`src/rtl/rom_loader.sv`:
```
// Load sequencer for the NROM image store: validates an iNES header and streams
// the whole image into the ROM store's program port while holding the CPU in reset.
module rom_loader #(
  parameter int IMG_BYTES = 'h6010
) (
  input  logic        ppu_clk,
  input  logic        rst,
  input  logic        start,
  input  logic [7:0]  in_data,
  input  logic        in_valid,
  output logic        in_ready,
  output logic        prog,
  output logic [15:0] prog_ab,
  output logic [7:0]  prog_di,
  output logic        cpu_rst,
  output logic        done,
  output logic        err,
  output logic [15:0] byte_cnt
);

  localparam logic [2:0] S_IDLE   = 3'd0;
  localparam logic [2:0] S_HEADER = 3'd1;
  localparam logic [2:0] S_BODY   = 3'd2;
  localparam logic [2:0] S_FLUSH  = 3'd3;
  localparam logic [2:0] S_DONE   = 3'd4;
  localparam logic [2:0] S_ERROR  = 3'd5;

  localparam logic [15:0] LAST_IDX = 16'(IMG_BYTES - 1);
  localparam logic [15:0] HDR_LAST = 16'd15;

  logic [2:0] state;
  logic       xfer;
  logic       hdr_ok;

  assign in_ready = (state == S_HEADER) || (state == S_BODY);
  assign xfer     = in_valid && in_ready;

  // Only NROM-128 (one PRG bank, one CHR bank, no trainer, mapper 0) is accepted.
  always_comb begin
    hdr_ok = 1'b1;
    case (byte_cnt)
      16'd0:   hdr_ok = (in_data == 8'h4E);
      16'd1:   hdr_ok = (in_data == 8'h45);
      16'd2:   hdr_ok = (in_data == 8'h53);
      16'd3:   hdr_ok = (in_data == 8'h1A);
      16'd4:   hdr_ok = (in_data == 8'h01);
      16'd5:   hdr_ok = (in_data == 8'h01);
      16'd6:   hdr_ok = (in_data[7:4] == 4'h0) && !in_data[2];
      16'd7:   hdr_ok = (in_data[7:4] == 4'h0);
      default: hdr_ok = 1'b1;
    endcase
  end

  always_ff @(posedge ppu_clk or posedge rst) begin
    if (rst) begin
      state    <= S_IDLE;
      prog     <= 1'b0;
      prog_ab  <= 16'h0000;
      prog_di  <= 8'h00;
      cpu_rst  <= 1'b1;
      done     <= 1'b0;
      err      <= 1'b0;
      byte_cnt <= 16'h0000;
    end else begin
      case (state)
        S_IDLE, S_DONE, S_ERROR: begin
          prog <= 1'b0;
          if (start) begin
            state    <= S_HEADER;
            byte_cnt <= 16'h0000;
            done     <= 1'b0;
            err      <= 1'b0;
            cpu_rst  <= 1'b1;
          end
        end
        S_HEADER, S_BODY: begin
          if (xfer) begin
            prog_ab  <= byte_cnt;
            prog_di  <= in_data;
            prog     <= 1'b1;
            byte_cnt <= byte_cnt + 16'd1;
            // A rejected byte is still written once; ERROR then drops prog.
            if ((state == S_HEADER) && !hdr_ok) begin
              state <= S_ERROR;
              err   <= 1'b1;
            end else if (byte_cnt == LAST_IDX) begin
              state <= S_FLUSH;
            end else if ((state == S_HEADER) && (byte_cnt == HDR_LAST)) begin
              state <= S_BODY;
            end
          end
        end
        S_FLUSH: begin
          prog    <= 1'b0;
          prog_ab <= 16'h0000;
          done    <= 1'b1;
          cpu_rst <= 1'b0;
          state   <= S_DONE;
        end
        default: state <= S_IDLE;
      endcase
    end
  end

endmodule

```
`config.mk`:
```
export PLATFORM = sky130hd
export DESIGN_NAME = rom_loader
export DESIGN_NICKNAME = d
export VERILOG_FILES = /design/src/rtl/rom_loader.sv
export SDC_FILE = /design/constraint.sdc
export NUM_CORES = 1
export LEC_CHECK = 0
export ABC_AREA = 0
export BUFFER_PORTS_ARGS = -buffer_cell sky130_fd_sc_hd__buf_2
export CORE_MARGIN = 3
export CORE_UTILIZATION = 46
export DETAILED_ROUTE_END_ITERATION = 6
export GPL_TIMING_DRIVEN = 0
export PLACE_DENSITY = 0.7
export RECOVER_POWER = 25
export SKIP_CTS_REPAIR_TIMING = 1
export SLEW_MARGIN = 20
export SYNTH_ARGS = -nofsm -noshare
export SYNTH_HDL_FRONTEND = slang
export SYNTH_SLANG_ARGS = --single-unit
```
`constraint.sdc`:
```
create_clock -name ppu_clk -period 3.8 [get_ports ppu_clk]
set_clock_uncertainty 0.1 [all_clocks]
set_input_delay 0.19 -clock ppu_clk [delete_from_list [all_inputs] [get_ports ppu_clk]]
set_output_delay 0.19 -clock ppu_clk [all_outputs]
set_load 0.02 [all_outputs]
```
After elaboration in Yosys (flattened, before gate mapping)
Index checks and enable logic that the tools add are counted.
- multiplexer cells: 21
- reduce and logical (&&, ||, !) cells: 25
- add/sub/neg operators: 1
- equal/unequal tests: 23
- operators by type and width (operator ; number):
    $eq A16 B3 Y1 const B ; 4
    $pmux W16 S2 ; 2
    $mux W16 ; 3
    $eq A16 B2 Y1 const B ; 2
    $eq A8 B7 Y1 const B ; 3
    $add A16 B1 Y16 const B ; 1
    $eq A16 B1 Y1 const B ; 1
    $eq A16 B15 Y1 const B ; 1
    $eq A16 B4 Y1 const B ; 1
    $logic_not A16 Y1 ; 1
    $mux W3 ; 5
    $pmux W3 S3 ; 1
    $eq A8 B1 Y1 const B ; 1
    $eq A8 B5 Y1 const B ; 1
    $pmux W1 S2 ; 4
    $reduce_and A2 Y1 ; 4
    $reduce_bool A2 Y1 ; 4
    $pmux W1 S7 ; 1
    $eq A3 B2 Y1 const B ; 2
    $eq A3 B3 Y1 const B ; 2
    $ne A2 B2 Y1 const B ; 3
    $reduce_and A3 Y1 ; 2
    $mux W1 ; 5
    $logic_and A1 B1 Y1 ; 4
    other kinds (10) ; 12
- output and inout port bits: 45
- word-level logic and storage cells: 78
- bits in registers: 47
- bits of input ports: 12

Logic depth before layout (Yosys ltp)
- word-level depth: 8
- mapped depth: 8
- depth with buffers taken out: 8

Worst setup path after synthesis
No wires, ideal clock.
- path type: register -> register
- start point: register byte_cnt[0]
- end point: register state[2]
- setup slack: 1.402 ns
- required time: 3.580 ns
- cell stages (with the launch flop): 9
- period minus slack after synthesis: 2.398 ns
- arrival time: 2.179 ns
- library setup time: 0.120 ns
- buffers on the path: 0
- cells stage by stage: dfrtp_1 > inv_1 > ha_1 > or2_1 > a211oi_1 > a21oi_4 > o41ai_2 > a21oi_1 > a31o_1
- word-level cells in the longest chain between the ends: 8
- elaborated cells between the ends (all ways): 21
- classes of those cells: 10 x eq/ne; 5 x mux; 6 x reduce/logical
- RTL lines (item ; RTL line ; RTL):
    start: declaration ; 18 ; output logic [15:0] byte_cnt
    start signal: assignment ; 81 ; byte_cnt <= byte_cnt + 16'd1;
    $eq A16 B3 Y1 ; 41 ; case (byte_cnt)
    $reduce_or A2 Y1 (no line) ; n/a ;
    $pmux W1 S7 ; 41 ;
    $logic_not A1 Y1 ; 83 ; if ((state == S_HEADER) && !hdr_ok) begin
    $logic_and A1 B1 Y1 ; 83 ;
    $mux W3 ; 83 ;
    $mux W3 ; 77 ; if (xfer) begin
    $pmux W3 S3 ; 65 ; case (state)
    end signal: assignment ; 69 ; state <= S_HEADER;
    end signal: assignment ; 84 ; state <= S_ERROR;
    end signal: assignment ; 87 ; state <= S_FLUSH;
    end: declaration ; 31 ; logic [2:0] state;
Parallel ways exist; a longest one is shown, timed or not. The select of a mux whose other input is x is not followed.
A chain may end at the register's enable or synchronous reset.

==> results.cfg <==
[placement]
io_buffers = 56
dp_cells = 391
place.gp.congestion = 0.811
dp_hpwl_mm = 4.28

[floorplanning]
core.rowCount = 25
die_w_um = 78.5
die_area_um2 = 6170
initial_core_util = 0.493
ioPinCount = 57
die_h_um = 78.5
core_region_area_um2 = 4910

[global_routing]
grt_pass1_vias = 2073
grt_usage = 0.206
grt_pass1_wl_mm = 10.2
overflow = 0
grt_max_degree = 34
antenna_found_initial = 0

[finish]
final_cells = 400
final_layout_size_suffix_gt1_frac = 0.237
area_growth_pct = 20.7
finish.utilization = 0.595
layout.nets = 348
antenna_cells_inserted = 0

[outcome]
violations = max-capacitance violations, max-slew violations
status = finished with violations

[timing]
slew_headroom = -0.186
tightest_slew_ps = 1780
min_period_ps = 2630
period_share = 0.692
max_freq_mhz = 380
slew_viol_final = 34
tns_ps = 0
setup_viol = 0
report.final.hold_viol_count = 0
grt_setup_unrepaired = false

[clock_network]
cts_buffers = 5
cts_root_buffer = clkbuf_8
clock_latency_ps = 300
htree_levels = 2
cts_tree = built
clk_pin_slew_ps = 90
clock_sinks = 47
clockBufferDepth = 2

[worst_hold_path]
hp-start = in_data[5]
hp-class = input pin to flop
whs_path_depth = 3
min_to = prog_di[5]

[synthesis]
synth_edf_count = 0
synth.avg_cell_area_um2 = 9.07
async_reset_ff_frac = 1.00
synth_flop_cell = dfrtp_1
synth_cell_types = 48
syn_inst = 267
ys_seq_elements = 47
netlist_area_um2 = 2420
syn_nets = 283
synth_seq_area_share = 0.486
yosys_warnings = 0

[setup_path]
worstReg2RegEnd = state[2]
crit_type = input pin to asynchronous set/reset pin
r2r_cells = 8
r2r_start = byte_cnt[0]
r2r_setup_slack_ps = 1280
arrival_ps = 2600
startpoint_type = input pin
cp.required_ps = 3780
crit_path_end_kind = asynchronous set/reset pin
crit_fanout = 33

[drt]
wirelength_mm = 5.87
first_iter_violations = 134
via_count = 2113
routedWlPerCell_um = 14.7
drc_errors = 0
via_per_inst = 5.28
dr.pass1.iters = 4
ant_nets = 0

[pwr]
powerDensity_nw_per_um2 = 566
ir_worst_vdd_mv = 0.220
power.total_mw = 1.65
p_leak_nw = 1.53

[flow_run]
cap_violations = 1
## how the worst max path moves through the flow
stage	slack, ps	startpoint	cells past startpoint	to
floorplan	1400	byte_cnt[0]	8	state[2]
global placement	1330	byte_cnt[0]	8	state[2]
detailed placement	1310	byte_cnt[0]	8	state[2]
CTS	1280	byte_cnt[0]	8	state[2]
global route	680	rst	4	byte_cnt[13]
finish	1170	rst	4	prog_ab[13]
## cells by family (layout without fill, tap and decap cells)
kind of cell,Yosys count,count (layout),share of synthesized area
and+or+nand+nor,142,142,0.267
DFF,47,47,0.486
AOI/OAI and AO/OA,30,30,0.103
buffers and inverters,24,90,0.0501
xor gates and xnor gates,19,19,0.0687
adders and majority gates,4,4,0.0207
muxes,1,1,0.00413
## cell type report
type	count	area, um2
flip-flops and latches	47	1180
clock buffers	6	82.6
multi-input cells	196	1130
well taps	67	83.8
clock inverters	2	35.0
inverters	7	26.3
repair buffers	58	294
plain buffers	17	95.1
fillers	481	1990
## flip-flops by register name, indices dropped and copies added (netlist names)
| register | count |
|---|---|
| byte_cnt | 16 |
| done | 1 |
| state | 3 |
| cpu_rst | 1 |
| prog | 1 |
| err | 1 |
| prog_di | 8 |
| prog_ab | 16 |
## critical path, cell delays in order
cell and delay (ps):
dlygate4sd3_1 530, buf_2 110, inv_1 420, clkbuf_1 1340
## report_power, final
group	switching, mW	internal, mW	total (mW)	leakage [nW]
clock network	0.170	0.213	0.383	0.0612
logic	0.412	0.213	0.625	0.847
registers	0.0633	0.583	0.646	0.621
total	0.644	1.01	1.65	1.53
## through the flow
stage	instance area (um2)	setup WS [ps]	hold slack (ps)
after floorplan	2420	1400	195
after global placement	2790	1330	300
after detailed placement	2810	1310	75.9
after CTS	2930	1280	-250
after global routing	2920	677	11.3
final	2920	1170	1.67
## cells in the mapped netlist, types with 2 or more instances
cell       n  share of area
nor4_1     2         0.0052
dfrtp_1   46           0.48
buf_4      2         0.0062
nand4_1    5          0.013
xnor2_1    5          0.018
and3_1     3         0.0078
o31ai_1    3         0.0093
a21oi_1    3         0.0062
buf_6      3          0.014
xor2_1    14          0.051
nor3b_1    3         0.0093
nand3_1   27          0.056
nor2b_1    2         0.0052
ha_1       4          0.021
o21ai_0    7          0.014
nand2_1   68           0.11
clkbuf_1  10          0.016
inv_1      7          0.011
nor2_1    22          0.034
nor3_1     3         0.0062
## per-layer routing
| layer | wire length (um) | up-vias | GRT usage |
|---|---|---|---|
| li1 | - | 1022 | - |
| met1 | 2760 | 1039 | 0.285 |
| met2 | 2740 | 44 | 0.329 |
| met3 | 280 | 8 | 0.0436 |
| met4 | 87 | 0 | 0.0507 |
| met5 | 0 | - | 0 |
## placed cells by master (no fill, tap or decap), types with 3 or more instances in the layout
cell type  instances
nand2_1           68
buf_2             57
dfrtp_1           46
nand3_1           27
nor2_1            22
xor2_1            14
clkbuf_1          11
inv_1              7
o21ai_0            7
clkbuf_8           6
nand4_1            5
xnor2_1            5
ha_1               4
buf_6              3
and3_1             3
nor3_1             3
o31ai_1            3
a21oi_1            3
Power figures use the tool's default switching activity.
